## src/rtl/cpu_dbus_bridge_pkg.sv

```systemverilog
// cpu_dbus_bridge_pkg: shared bus widths, FSM states and posted-write entry layout.
package cpu_dbus_bridge_pkg;

  localparam int unsigned BUS_AW  = 32;
  localparam int unsigned BUS_DW  = 32;
  localparam int unsigned BUS_BEW = 4;
  localparam int unsigned WORD_AW = BUS_AW - 2;

  typedef enum logic [1:0] {
    ST_IDLE,
    ST_DRAIN,
    ST_READ,
    ST_WRITE
  } dbus_state_e;

  // Posted write entry {be, word addr, wdata} = 4+30+32 bits
  typedef struct packed {
    logic [BUS_BEW-1:0] be;
    logic [WORD_AW-1:0] addr;
    logic [BUS_DW-1:0]  wdata;
  } wbuf_entry_t;

endpackage

```

## src/rtl/dbus_wbuf_fifo.sv

```systemverilog
// dbus_wbuf_fifo: synchronous posted-write FIFO, head visible combinationally.
// Only compiled when DBUS_WBUF_EN is defined.
`ifdef DBUS_WBUF_EN
module dbus_wbuf_fifo
  import cpu_dbus_bridge_pkg::*;
#(
  parameter int unsigned DEPTH = 4
) (
  input  logic        i_clk,
  input  logic        i_rst_n,
  input  logic        i_push,
  input  wbuf_entry_t i_data,
  input  logic        i_pop,
  output wbuf_entry_t o_head,
  output logic        o_full,
  output logic        o_empty
);

  localparam int unsigned PW = $clog2(DEPTH);

  logic [PW:0] wr_ptr;
  logic [PW:0] rd_ptr;
  wbuf_entry_t mem [DEPTH];

  // Pointers carry one extra wrap bit to tell full from empty
  always_ff @(posedge i_clk or negedge i_rst_n) begin
    if (!i_rst_n) begin
      wr_ptr <= '0;
      rd_ptr <= '0;
    end else begin
      if (i_push) wr_ptr <= wr_ptr + {{PW{1'b0}}, 1'b1};
      if (i_pop)  rd_ptr <= rd_ptr + {{PW{1'b0}}, 1'b1};
    end
  end

  // Storage write
  always_ff @(posedge i_clk) begin
    if (i_push) mem[wr_ptr[PW-1:0]] <= i_data;
  end

  // Head and status flags
  always_comb begin
    o_head  = mem[rd_ptr[PW-1:0]];
    o_empty = (wr_ptr == rd_ptr);
    o_full  = (wr_ptr[PW] != rd_ptr[PW]) && (wr_ptr[PW-1:0] == rd_ptr[PW-1:0]);
  end

endmodule
`endif

```

## src/rtl/cpu_dbus_bridge.sv

```systemverilog
// cpu_dbus_bridge: turns single-cycle cpu data accesses into held req/ack bus
// transactions, stalling the cpu via o_clk_ce. Define DBUS_WBUF_EN to enable the
// posted-write FIFO (WBUF_DEPTH entries) so stores retire without stalling.
module cpu_dbus_bridge
  import cpu_dbus_bridge_pkg::*;
#(
  parameter int unsigned WBUF_DEPTH = 4
) (
  input  logic        i_clk,
  input  logic        i_rst_n,
  input  logic [31:0] i_addr_d,
  input  logic [31:0] i_data_wr_d,
  input  logic [3:0]  i_wr_d,
  input  logic        i_rd_d,
  output logic [31:0] o_data_rd_d,
  output logic        o_clk_ce,
  output logic        o_mem_req,
  output logic        o_mem_we,
  output logic [3:0]  o_mem_be,
  output logic [31:0] o_mem_addr,
  output logic [31:0] o_mem_wdata,
  input  logic        i_mem_ack,
  input  logic [31:0] i_mem_rdata
);

  dbus_state_e        state;
  dbus_state_e        state_nxt;
  logic [WORD_AW-1:0] lat_addr;
  logic               has_wr;
  logic               has_rd;
  logic               unused_addr_lsb;

  // A store with a simultaneous read is a plain store
  assign has_wr          = |i_wr_d;
  assign has_rd          = i_rd_d & ~has_wr;
  assign unused_addr_lsb = ^i_addr_d[1:0];

  if ((WBUF_DEPTH < 2) || ((WBUF_DEPTH & (WBUF_DEPTH - 1)) != 0)) begin : g_bad_depth
    $error("WBUF_DEPTH must be a power of 2 and at least 2");
  end

`ifdef DBUS_WBUF_EN
  wbuf_entry_t fifo_in;
  wbuf_entry_t fifo_head;
  logic        fifo_push;
  logic        fifo_pop;
  logic        fifo_full;
  logic        fifo_empty;
  logic        bus_wr_req;

  // Pack the cpu store into a FIFO entry
  always_comb begin
    fifo_in.be    = i_wr_d;
    fifo_in.addr  = i_addr_d[BUS_AW-1:2];
    fifo_in.wdata = i_data_wr_d;
  end

  // A pop on this edge frees a slot, so a full FIFO can accept in the same cycle
  assign bus_wr_req = ~fifo_empty & (state != ST_READ);
  assign fifo_pop   = bus_wr_req & i_mem_ack;
  assign o_clk_ce   = (state == ST_IDLE) & (~fifo_full | fifo_pop);
  assign fifo_push  = o_clk_ce & has_wr;

  dbus_wbuf_fifo #(.DEPTH(WBUF_DEPTH)) u_wbuf (
    .i_clk   (i_clk),
    .i_rst_n (i_rst_n),
    .i_push  (fifo_push),
    .i_data  (fifo_in),
    .i_pop   (fifo_pop),
    .o_head  (fifo_head),
    .o_full  (fifo_full),
    .o_empty (fifo_empty)
  );

  // Capture the read address at accept
  always_ff @(posedge i_clk or negedge i_rst_n) begin
    if (!i_rst_n)               lat_addr <= '0;
    else if (o_clk_ce & has_rd) lat_addr <= i_addr_d[BUS_AW-1:2];
  end

  // Reads wait in DRAIN until every buffered store has reached the bus
  always_comb begin
    state_nxt = state;
    case (state)
      ST_IDLE:  if (o_clk_ce & has_rd) state_nxt = fifo_empty ? ST_READ : ST_DRAIN;
      ST_DRAIN: if (fifo_empty) state_nxt = ST_READ;
      ST_READ:  if (i_mem_ack) state_nxt = ST_IDLE;
      default:  state_nxt = ST_IDLE;
    endcase
  end

  // Bus drive: pending read owns the bus, otherwise the FIFO head
  always_comb begin
    o_mem_req   = 1'b0;
    o_mem_we    = 1'b0;
    o_mem_be    = '0;
    o_mem_addr  = '0;
    o_mem_wdata = '0;
    if (state == ST_READ) begin
      o_mem_req  = 1'b1;
      o_mem_be   = '1;
      o_mem_addr = {lat_addr, 2'b00};
    end else if (bus_wr_req) begin
      o_mem_req   = 1'b1;
      o_mem_we    = 1'b1;
      o_mem_be    = fifo_head.be;
      o_mem_addr  = {fifo_head.addr, 2'b00};
      o_mem_wdata = fifo_head.wdata;
    end
  end
`else
  logic [BUS_BEW-1:0] lat_be;
  logic [BUS_DW-1:0]  lat_wdata;

  assign o_clk_ce = (state == ST_IDLE);

  // Capture the access at accept
  always_ff @(posedge i_clk or negedge i_rst_n) begin
    if (!i_rst_n) begin
      lat_addr  <= '0;
      lat_be    <= '0;
      lat_wdata <= '0;
    end else if (o_clk_ce & (has_rd | has_wr)) begin
      lat_addr  <= i_addr_d[BUS_AW-1:2];
      lat_be    <= i_wr_d;
      lat_wdata <= i_data_wr_d;
    end
  end

  // Every access stalls until its ack
  always_comb begin
    state_nxt = state;
    case (state)
      ST_IDLE: begin
        if (o_clk_ce & has_wr)      state_nxt = ST_WRITE;
        else if (o_clk_ce & has_rd) state_nxt = ST_READ;
      end
      ST_READ, ST_WRITE: if (i_mem_ack) state_nxt = ST_IDLE;
      default: state_nxt = ST_IDLE;
    endcase
  end

  // Bus drive from the captured access
  always_comb begin
    o_mem_req   = 1'b0;
    o_mem_we    = 1'b0;
    o_mem_be    = '0;
    o_mem_addr  = '0;
    o_mem_wdata = '0;
    if (state == ST_READ) begin
      o_mem_req  = 1'b1;
      o_mem_be   = '1;
      o_mem_addr = {lat_addr, 2'b00};
    end else if (state == ST_WRITE) begin
      o_mem_req   = 1'b1;
      o_mem_we    = 1'b1;
      o_mem_be    = lat_be;
      o_mem_addr  = {lat_addr, 2'b00};
      o_mem_wdata = lat_wdata;
    end
  end
`endif

  // State register
  always_ff @(posedge i_clk or negedge i_rst_n) begin
    if (!i_rst_n) state <= ST_IDLE;
    else          state <= state_nxt;
  end

  // Read data captured at the read ack, held until the next read completes
  always_ff @(posedge i_clk or negedge i_rst_n) begin
    if (!i_rst_n)                          o_data_rd_d <= '0;
    else if (state == ST_READ && i_mem_ack) o_data_rd_d <= i_mem_rdata;
  end

endmodule

```

## config.mk

```make
export PLATFORM = sky130hd
export DESIGN_NAME = cpu_dbus_bridge
export DESIGN_NICKNAME = d
export VERILOG_FILES = /design/src/rtl/cpu_dbus_bridge_pkg.sv /design/src/rtl/dbus_wbuf_fifo.sv /design/src/rtl/cpu_dbus_bridge.sv
export SDC_FILE = /design/constraint.sdc
export NUM_CORES = 1
export LEC_CHECK = 0
export ABC_AREA = 1
export CAP_MARGIN = 25
export CORE_ASPECT_RATIO = 0.9
export CORE_UTILIZATION = 38
export DETAILED_ROUTE_END_ITERATION = 12
export PLACE_DENSITY = 0.77
export RECOVER_POWER = 25
export SLEW_MARGIN = 25
export SYNTH_ARGS = -nofsm -noshare
export SYNTH_HDL_FRONTEND = slang
export SYNTH_SLANG_ARGS = --single-unit
```

## constraint.sdc

```tcl
create_clock -name i_clk -period 1.1 [get_ports i_clk]
set_input_delay 0.275 -clock i_clk [delete_from_list [all_inputs] [get_ports i_clk]]
set_output_delay 0.275 -clock i_clk [all_outputs]
set_load 0.02 [all_outputs]
```

==> reports/qor.yml <==
clocking:
  clock_latency_ns: 0.34
  cts_tree: "done"
  root_buffer: "clkbuf_16"
  clkTransAtPathRegs_ns: 0.07
  numCtsBuffers: 9
  cts_htree_levels: 3
  cts_buffer_depth: 2
  cts_num_sinks: 100
worst_setup_path:
  path_common_cell: "buf_6"
  slowest_delay_ns: 0.40
  cp-start-kind: "flop"
  rrSetupSlack_ns: -0.54
  reg2reg_to: "o_data_rd_d[28]"
  crit_family: "buffers and inverters"
  worstPathRequired_ns: 0.82
  worst-setup-path-type: "reg2out"
  worstReg2RegStart: "state[1]"
  worstPathMaxFanout: 6
  cp-end-kind: "output pin"
  timing.critical_path.slowest_stage_cell: "dfrtp_1"
  path_cells: "buf_6, nand2_8, buf_4, buf_6, nor2_4, buf_6"
  cp.buffers_inverters: 4
  crit_arrival_ns: 1.46
  reg2reg_depth: 9
synthesis:
  synth-seq-cells: 100
  yosysSeqAreaShare_pct: 55.1
  netlist-cell-type-count: 16
  yosysWarnings: 0
  syn_area_um2: 4550
  netlist_instances: 584
  syn_area_per_cell_um2: 7.78
outcome:
  status: "finished, violations left"
  violations: "setup timing"
floorplan:
  floorplan.initialDensity_pct: 39.4
  fp.dieW_um: 117
  io_pins: 207
  die_area_um2: 12400
  rows: 37
  coreArea_um2: 11500
  die_height_um: 106
cells_and_area:
  area_growth_pct: 108
  multiInputGateArea_um2: 2640
  n_antenna_cell: 0
  mostFrequentLayoutCell: "nand2_1"
  num-nets-final: 958
  fillers: 629
  final_cell_mix: "108 x nand2_1, 100 x clkdlybuf4s50_1, 99 x dfrtp_1"
  register_area_um2: 2500
  drive_above_1_share_pct: 51.9
global_route:
  overflow: 0
  grt_max_degree: 43
  grt_pass1_wl_mm: 27.7
  antenna_found_initial: 0
  gr-usage-all-layers_pct: 30.0
  grt_pass1_vias: 5290
sta:
  setup_ws_ns: -0.640
  setup_violations: 201
  layout_min_cycle_time_ns: 1.74
  fmax_mhz: 575
  hold_ws_ns: 0.401
  finalHoldViolations: 0
  slew_viol_final: 0
  rsz0062_at_grt: "true"
  final.setup_skew_ns: 0.0103
  finalCritPeriodShare_pct: 158
job:
  drv_cap: 0
place:
  hpwl_mm: 9.31
  gp_congestion: 0.783
  io_buffer_count: 202
power_and_ir_drop:
  power_density_nw_per_um2: 3250
  leakagePower_nw: 4.76
  power_mw: 30.6
  ir_drop_v: 0.00151
drt:
  vias_per_cell: 5.02
  post_drt_wl_per_cell_um: 18.6
  drt-pass1-iter-count: 4
  wl_mm: 18.9
  vias: 5088
  ant_nets: 0
  first_iter_violations: 280
  post-route-drc-count: 0
min_path:
  hold_path.class: "in2async"
==> flip-flops by register name, indices dropped and copies added, names as in the netlist <==
name,count
lat_wdata,32
state,2
lat_be,4
o_data_rd_d,32
lat_addr,30
==> Yosys cell counts, drive strengths merged <==
master	number	share of area, %
o21ai	2	0.22
inv	69	5.7
nand3	99	11
a21oi	4	0.44
nor2	36	3.3
conb	1	0.082
nand2	231	19
buf	32	4.2
dfrtp	100	55
clkbuf	10	0.83
==> what timing repair did <==
| action | CTS | global route |
|---|---|---|
| gates resized for setup | 739 | 135 |
| setup endpoints to repair | 201 | 201 |
| hold endpoints to repair | 10 | 0 |
| hold buffers | 1 | 0 |
| gates cloned | 27 | 0 |
| buffers inserted | 40 | 10 |
| pin swaps | 61 | 46 |
==> power by group <==
part           total [mW]  internal (mW)  switching, mW
Clock                3.31           1.97           1.34
Sequential           7.31           5.49           1.82
Combinational        20.0           9.98           10.0
==> through the flow <==
stage               cells  setup slack, ns  instance area [um2]  TNS [ns]  utilization, %
detailed placement    935           -0.625                 7140    -89.31            62.0
CTS                  1017           -0.599                 9200    -77.77            79.8
global placement      935           -0.592                 7140    -85.35            62.0
finish               1013           -0.640                 9440    -84.55            81.9
floorplan             585          -0.0645                 4840     -3.48               -
global route         1013           -0.677                 9440    -93.08            81.9
==> worst max-delay path by stage <==
stage | startpoint | end | slack [ns] | cells after the start
after floorplan | state[0] | lat_wdata[10] | -0.06 | 7
after global placement | state[1] | o_mem_wdata[27] | -0.59 | 4
after detailed placement | state[1] | o_mem_addr[7] | -0.62 | 5
after CTS | state[1] | o_mem_wdata[1] | -0.60 | 6
after global routing | state[1] | o_mem_wdata[0] | -0.68 | 6
final | state[1] | o_mem_wdata[21] | -0.64 | 6
==> cell families (layout without fill, tap and decap cells) <==
logic type,count (synthesis),count (layout),synth area share [%]
AND/OR/NAND/NOR,366,367,33.4
buffers and inverters,111,382,10.8
flip-flops,100,100,55.1
AO/OA/AOI/OAI,6,6,0.661
other,1,2,0.0825
==> layer usage <==
layer	wire (um)	global-route usage, %
met4	608	12.7
met5	0	0
met3	1080	5.64
met2	9890	51.5
met1	7280	36.5
==> layout make-up <==
| cell class | instances | area share (%) |
|---|---|---|
| flip-flops and latches | 100 | 26.5 |
| clock buffers | 10 | 2.43 |
| multi-input cells | 375 | 28.0 |
| well taps | 156 | 2.07 |
| inverters | 69 | 2.80 |
| clock inverters | 4 | 0.809 |
| repair buffers | 299 | 37.4 |
(Power assumes the default switching activity.)
